`src/rtl/cp0_excp_pkg.sv`:
```
// CP0 exception block: register numbers, exception codes, Status/Cause field
// positions, the decoded MEM-stage flag layout and the exception priority encoder.
package cp0_excp_pkg;

  // CP0 register numbers reachable by mtc0/mfc0
  localparam logic [4:0] CP0_BADVADDR = 5'd8;
  localparam logic [4:0] CP0_COUNT    = 5'd9;
  localparam logic [4:0] CP0_COMPARE  = 5'd11;
  localparam logic [4:0] CP0_STATUS   = 5'd12;
  localparam logic [4:0] CP0_CAUSE    = 5'd13;
  localparam logic [4:0] CP0_EPC      = 5'd14;

  // Encoded exception types handed to ctrl
  localparam logic [31:0] EXC_NONE = 32'h0000_0000;
  localparam logic [31:0] EXC_INT  = 32'h0000_0001;
  localparam logic [31:0] EXC_ADEL = 32'h0000_0004;
  localparam logic [31:0] EXC_ADES = 32'h0000_0005;
  localparam logic [31:0] EXC_SYS  = 32'h0000_0008;
  localparam logic [31:0] EXC_BP   = 32'h0000_0009;
  localparam logic [31:0] EXC_RI   = 32'h0000_000a;
  localparam logic [31:0] EXC_OV   = 32'h0000_000c;
  localparam logic [31:0] EXC_TR   = 32'h0000_000d;
  localparam logic [31:0] EXC_ERET = 32'h0000_000e;

  // Status field positions
  localparam int STATUS_IE    = 0;
  localparam int STATUS_EXL   = 1;
  localparam int STATUS_IM_LO = 8;
  localparam int STATUS_IM_HI = 15;

  // Cause field positions
  localparam int CAUSE_EXC_LO  = 2;
  localparam int CAUSE_EXC_HI  = 6;
  localparam int CAUSE_IP_LO   = 8;
  localparam int CAUSE_IPSW_HI = 9;
  localparam int CAUSE_IPHW_LO = 10;
  localparam int CAUSE_IP_HI   = 15;
  localparam int CAUSE_TI      = 30;
  localparam int CAUSE_BD      = 31;

  // MEM-stage exception flags, MSB first so the struct overlays the raw 9-bit bus
  typedef struct packed {
    logic ades;
    logic adel_d;
    logic eret;
    logic bp;
    logic sys;
    logic tr;
    logic ov;
    logic ri;
    logic adel_if;
  } exc_flags_t;

  // Fixed-priority pick of the exception source; interrupts outrank everything
  function automatic logic [31:0] exc_encode(input logic int_req, input exc_flags_t f);
    logic [31:0] code;
    code = EXC_NONE;
    if (int_req)        code = EXC_INT;
    else if (f.adel_if) code = EXC_ADEL;
    else if (f.ri)      code = EXC_RI;
    else if (f.ov)      code = EXC_OV;
    else if (f.tr)      code = EXC_TR;
    else if (f.sys)     code = EXC_SYS;
    else if (f.bp)      code = EXC_BP;
    else if (f.adel_d)  code = EXC_ADEL;
    else if (f.ades)    code = EXC_ADES;
    else if (f.eret)    code = EXC_ERET;
    return code;
  endfunction

endpackage

```
`src/rtl/cp0_excp.sv`:
```
// CP0 exception source: holds BadVAddr/Count/Compare/Status/Cause/EPC, prioritises
// MEM-stage exceptions and interrupts, and commits exception state on the flush edge.
module cp0_excp #(
  parameter int          MEM_STALL_BIT = 5,
  parameter logic [31:0] STATUS_RST    = 32'h0040_0000
) (
  input  logic        clk,
  input  logic        resetn,
  input  logic [8:0]  stall,
  input  logic [5:0]  ext_int,
  input  logic        mem_valid,
  input  logic [31:0] mem_pc,
  input  logic        mem_in_ds,
  input  logic [8:0]  mem_exc_flags,
  input  logic [31:0] mem_fetch_va,
  input  logic [31:0] mem_data_va,
  input  logic        cp0_we,
  input  logic [4:0]  cp0_waddr,
  input  logic [31:0] cp0_wdata,
  input  logic [4:0]  cp0_raddr,
  output logic [31:0] cp0_rdata,
  output logic [31:0] excepttype_o,
  output logic [31:0] cp0_epc_o,
  output logic        timer_int_o
);
  import cp0_excp_pkg::*;

  logic [31:0] r_badvaddr;
  logic [31:0] r_count;
  logic [31:0] r_compare;
  logic [31:0] r_status;
  logic [31:0] r_cause;
  logic [31:0] r_epc;
  logic        r_tick;

  exc_flags_t  w_flags;
  logic        w_int_req;
  logic [31:0] w_excepttype;
  logic        w_exc_commit;
  logic        w_sync_exc;
  logic        w_eret;
  logic        w_addr_exc;
  logic        w_first_exc;
  logic [4:0]  w_exc_code;
  logic        w_mtc0;
  logic        w_wr_count;
  logic        w_wr_compare;
  logic        w_wr_status;
  logic        w_wr_cause;
  logic        w_wr_epc;
  logic        w_count_hit;
  logic [31:0] w_exc_epc;
  logic [31:0] w_bad_va;

  assign w_flags   = exc_flags_t'(mem_exc_flags);
  // Pending interrupt only when enabled, not already in exception level, and unmasked
  assign w_int_req = r_status[STATUS_IE] & ~r_status[STATUS_EXL] &
                     (|(r_cause[CAUSE_IP_HI:CAUSE_IP_LO] & r_status[STATUS_IM_HI:STATUS_IM_LO]));

  assign w_excepttype = mem_valid ? exc_encode(w_int_req, w_flags) : EXC_NONE;
  assign w_exc_commit = (w_excepttype != EXC_NONE);
  assign w_eret       = (w_excepttype == EXC_ERET);
  assign w_sync_exc   = w_exc_commit & ~w_eret;
  assign w_addr_exc   = (w_excepttype == EXC_ADEL) | (w_excepttype == EXC_ADES);
  // EPC and BD are only captured for the outermost exception
  assign w_first_exc  = w_sync_exc & ~r_status[STATUS_EXL];
  // Interrupts record ExcCode 0; every other source records its own code
  assign w_exc_code   = (w_excepttype == EXC_INT) ? 5'd0 : w_excepttype[4:0];
  assign w_exc_epc    = mem_in_ds ? (mem_pc - 32'd4) : mem_pc;
  // adel_if can only be the winning address error when its own flag is set
  assign w_bad_va     = w_flags.adel_if ? mem_fetch_va : mem_data_va;

  // An mtc0 lands only from a live, unstalled MEM instruction that is not being flushed
  assign w_mtc0       = cp0_we & mem_valid & ~stall[MEM_STALL_BIT] & ~w_exc_commit;
  assign w_wr_count   = w_mtc0 & (cp0_waddr == CP0_COUNT);
  assign w_wr_compare = w_mtc0 & (cp0_waddr == CP0_COMPARE);
  assign w_wr_status  = w_mtc0 & (cp0_waddr == CP0_STATUS);
  assign w_wr_cause   = w_mtc0 & (cp0_waddr == CP0_CAUSE);
  assign w_wr_epc     = w_mtc0 & (cp0_waddr == CP0_EPC);

  assign w_count_hit  = (r_count == r_compare) & (r_compare != 32'd0);

  // Half-rate tick and Count: an mtc0 Count replaces the increment but leaves the tick phase alone
  always_ff @(posedge clk or negedge resetn) begin
    if (!resetn) begin
      r_tick  <= 1'b0;
      r_count <= 32'd0;
    end else begin
      r_tick <= ~r_tick;
      if (w_wr_count) r_count <= cp0_wdata;
      else if (r_tick) r_count <= r_count + 32'd1;
    end
  end

  // Compare register, written only by mtc0
  always_ff @(posedge clk or negedge resetn) begin
    if (!resetn) r_compare <= 32'd0;
    else if (w_wr_compare) r_compare <= cp0_wdata;
  end

  // Status: exception entry sets EXL, eret clears it, mtc0 touches IM/EXL/IE only
  always_ff @(posedge clk or negedge resetn) begin
    if (!resetn) begin
      r_status <= STATUS_RST;
    end else if (w_sync_exc) begin
      r_status[STATUS_EXL] <= 1'b1;
    end else if (w_eret) begin
      r_status[STATUS_EXL] <= 1'b0;
    end else if (w_wr_status) begin
      r_status[STATUS_IM_HI:STATUS_IM_LO] <= cp0_wdata[STATUS_IM_HI:STATUS_IM_LO];
      r_status[STATUS_EXL]                <= cp0_wdata[STATUS_EXL];
      r_status[STATUS_IE]                 <= cp0_wdata[STATUS_IE];
    end
  end

  // Cause: hardware IP sampled every cycle, TI from the timer, software IP by mtc0, BD/ExcCode on exception
  always_ff @(posedge clk or negedge resetn) begin
    if (!resetn) begin
      r_cause <= 32'd0;
    end else begin
      r_cause[CAUSE_IP_HI:CAUSE_IPHW_LO] <= {ext_int[5] | r_cause[CAUSE_TI], ext_int[4:0]};
      if (w_wr_compare) r_cause[CAUSE_TI] <= 1'b0;
      else if (w_count_hit) r_cause[CAUSE_TI] <= 1'b1;
      if (w_wr_cause) r_cause[CAUSE_IPSW_HI:CAUSE_IP_LO] <= cp0_wdata[CAUSE_IPSW_HI:CAUSE_IP_LO];
      if (w_first_exc) r_cause[CAUSE_BD] <= mem_in_ds;
      if (w_sync_exc) r_cause[CAUSE_EXC_HI:CAUSE_EXC_LO] <= w_exc_code;
    end
  end

  // EPC: captured on outermost exception entry, otherwise writable by mtc0
  always_ff @(posedge clk or negedge resetn) begin
    if (!resetn) r_epc <= 32'd0;
    else if (w_first_exc) r_epc <= w_exc_epc;
    else if (w_wr_epc) r_epc <= cp0_wdata;
  end

  // BadVAddr: loaded by address-error exceptions only
  always_ff @(posedge clk or negedge resetn) begin
    if (!resetn) r_badvaddr <= 32'd0;
    else if (w_sync_exc & w_addr_exc) r_badvaddr <= w_bad_va;
  end

  // mfc0 read mux over the registered state
  always_comb begin
    cp0_rdata = 32'd0;
    case (cp0_raddr)
      CP0_BADVADDR: cp0_rdata = r_badvaddr;
      CP0_COUNT:    cp0_rdata = r_count;
      CP0_COMPARE:  cp0_rdata = r_compare;
      CP0_STATUS:   cp0_rdata = r_status;
      CP0_CAUSE:    cp0_rdata = r_cause;
      CP0_EPC:      cp0_rdata = r_epc;
      default:      cp0_rdata = 32'd0;
    endcase
  end

  assign excepttype_o = w_excepttype;
  assign cp0_epc_o    = r_epc;
  assign timer_int_o  = r_cause[CAUSE_TI];

endmodule

```
`config.mk`:
```
export PLATFORM = sky130hd
export DESIGN_NAME = cp0_excp
export DESIGN_NICKNAME = d
export VERILOG_FILES = /design/src/rtl/cp0_excp_pkg.sv /design/src/rtl/cp0_excp.sv
export SDC_FILE = /design/constraint.sdc
export NUM_CORES = 1
export LEC_CHECK = 0
export CAP_MARGIN = 20
export CORE_AREA = 2 2 137 139
export CTS_BUF_LIST = sky130_fd_sc_hd__clkbuf_8
export CTS_CLUSTER_DIAMETER = 80
export DETAILED_ROUTE_END_ITERATION = 6
export DIE_AREA = 0 0 139 141
export DONT_BUFFER_PORTS = 1
export GPL_TIMING_DRIVEN = 0
export MAX_ROUTING_LAYER = met4
export PLACE_DENSITY = 0.61
export SYNTH_ARGS = -nofsm -noshare
export SYNTH_HDL_FRONTEND = slang
export SYNTH_SLANG_ARGS = --single-unit
export TNS_END_PERCENT = 20
```
`constraint.sdc`:
```
create_clock -name clk -period 3.3 [get_ports clk]
set_input_delay 0.66 -clock clk [delete_from_list [all_inputs] [get_ports clk]]
set_output_delay 0.66 -clock clk [all_outputs]
set_load 0.01 [all_outputs]
```
==> flow_summary.yaml <==
status:
  status: "finished, violations left"
  violations: "negative hold slack"
grt:
  grt_antenna_before_repair: 0
  grt_pass1_vias: 7232
  grt_pass1_wl_um: 43300
  grt.total_usage_pct: 30.2
  grt-ovfl-total: 0
  grt_max_degree: 154
yosys:
  synth_edf_count: 0
  ys_ff_latch: 153
  ys.flop_type: "dfrtp_1"
  synth_cell_types: 58
  yosysWarnings: 39
  synth_area_leaders: "dfrtp_1 (43%), mux2_2 (5.9%), xor2_1 (5.9%)"
  synth_cells: 925
  async_flop_share_pct: 100
  syn_area_um2: 8970
  synth_common_cells: "dfrtp_1 (153), nor2_1 (93), nand2_1 (83)"
  yosysMostFrequentCell: "dfrtp_1"
  synth_top_cell_by_area: "dfrtp_1"
  synthDominantCellAreaShare_pct: 42.7
  ys_seq_area_share_pct: 42.7
  syn_avg_cell_area_um2: 9.70
cts:
  cts_buffers: 17
  clkSlewWorstSetupHoldPaths_ns: 0.08
  insertion_delay_ns: 0.47
  cts_tree: "built"
  htree_levels: 4
  clock_sinks: 153
  cts_setup_buffers: 0
  clockBufferDepth: 2
  cts-root-buf: "clkbuf_8"
drt:
  drt_iter0_drc: 651
  wire_per_inst_um: 23.8
  drc: 0
  vias: 7527
  vias_per_cell: 6.17
  ant_nets: 0
  drtPass1Iterations: 6
  wl_um: 29100
power:
  p_int_uw: 3280
  power.switching_uw: 1540
  p_sw_share_pct: 31.9
  pwr-share-comb_pct: 16.2
  p_per_area_nw_per_um2: 491
  power.leakage_uw: 0.00424
  vdd_ir_drop_max_uv: 226
  p_clk_share_pct: 32.3
  seq_power_share_pct: 51.6
floorplan:
  die_h_um: 141
  initial_utilization_pct: 49.1
  core_area_um2: 18300
  die-area_um2: 19600
  die_w_um: 139
  core.rowCount: 50
  ios: 264
timing:
  setup_ws_ns: 0.0377
  fin_crit_ns: 3.26
  grt_setup_unrepaired: "no"
  final-max-slew-violation-count: 0
  whs_ns: -0.107
  fin_skew_ns: 0.0119
  hold_violations: 153
  clock.fmax_mhz: 307
  tightest_slew_ns: 0.926
  tns_ns: 0
  maxSlewHeadroom_pct: 37.7
  finalSetupViolations: 0
  period_share_pct: 98.9
placement:
  dpl.hpwl_um: 22500
  pre_cts_ws_ns: -0.0837
  place_congestion: 0.923
  placed_area_um2: 9380
  io_buffers: 0
finish:
  fin_nets: 1141
  num_antenna_cells: 0
  post-route-util_pct: 53.7
  layout-drive-gt1-share_pct: 14.1
  fin_area_um2: 9810
  syn_to_final_growth_pct: 9.33
worst_setup_path:
  crit_arrival_ns: 2.60
  worstSetupPathType: "input pin to output pin"
  end_kind: "output pin"
  cp_max_fo: 10
  startpoint_type: "input pin"
  required_ns: 2.64
flow_run:
  drv_cap: 0
worst_hold_path:
  min_path_type: "input pin to asynchronous set/reset pin"
-- metal layers --
layer | wire (um) | track usage (%)
met5 | 0 | -
met2 | 12900 | 44.1
met3 | 3120 | 10.2
met4 | 856 | 10.4
met1 | 12200 | 39.5
-- sequential cells by signal, indices dropped and copies added, names as in the netlist --
signal / cells
timer_int_o: 1
r_count: 32
r_badvaddr: 32
cp0_epc_o: 32
r_compare: 32
r_tick: 1
r_status: 10
r_cause: 13
-- worst paths after layout --
kind	start	to	slack (ns)	cells after the start
setup / recovery	cp0_raddr[2]	cp0_rdata[9]	0.04	5
hold / removal	resetn	r_badvaddr[28]	-0.11	0
setup reg to reg	r_status[15]	r_badvaddr[25]	0.41	7
hold reg to reg	r_badvaddr[13]	r_badvaddr[13]	0.50	2
max in group asynchronous	resetn	cp0_epc_o[6]	3.12	0
min in group clk	ext_int[0]	r_cause[10]	0.22	0
-- critical path, stage by stage --
cell	delay, ns
or3b_2	0.50
nor2_1	0.35
clkbuf_1	0.67
a22oi_1	0.21
nand3_1	0.21
-- area by class of cell --
type | instances | area, um^2
sequential | 153 | 3830
inverter | 11 | 41.3
timing repair buffer | 1 | 7.51
buffer | 84 | 464
clock buffer | 19 | 262
multi-input combinational | 704 | 4750
clock inverter | 13 | 170
fill | 1735 | 8460
tap | 234 | 293
-- logic make-up after synthesis --
kind of cell | synth area share (%)
and+or+nand+nor | 17.1
xor gates and xnor gates | 8.88
adders and majority gates | 0.279
other | 0.0418
AOI/OAI and AO/OA | 15.8
DFF | 42.7
buffers and inverters | 5.59
muxes | 9.69
-- cells in the final DEF, fill, tap and decap left out, drive strengths merged, types with 20 or more instances in the layout --
master,instances
a221o,29
mux2,47
clkbuf,64
mux2i,34
nor4,27
a21oi,35
dfrtp,153
a22oi,68
o21ai,34
nand2,83
xor2,60
nor2,94
buf,40
nand4,20
conb,28
xnor2,31
-- per-stage QoR --
stage | total power, uW | std cells | hold WS, ns
after floorplan | 3000 | 952 | 0.364
after global placement | 3270 | 1186 | 0.373
after detailed placement | 3280 | 1187 | 0.374
after CTS | 4810 | 1219 | -0.127
after global routing | 5020 | 1219 | -0.138
final | 4820 | 1219 | -0.107
-- power by group through the flow --
stage | Combinational, uW | Clock [uW] | Sequential, uW
floorplan | 625 | 0 | 2370
global placement | 760 | 0 | 2510
detailed placement | 773 | 0 | 2510
CTS | 776 | 1560 | 2480
global route | 866 | 1640 | 2510
finish | 779 | 1550 | 2480
-- timing repair --
| action | CTS | global route |
|---|---|---|
| hold endpoints to repair | 153 | 153 |
| setup endpoints to repair | 10 | 1 |
| gates cloned | 0 | 0 |
| gates resized for setup | 2 | 2 |
No activity file was read; power rests on OpenSTA's default activity.
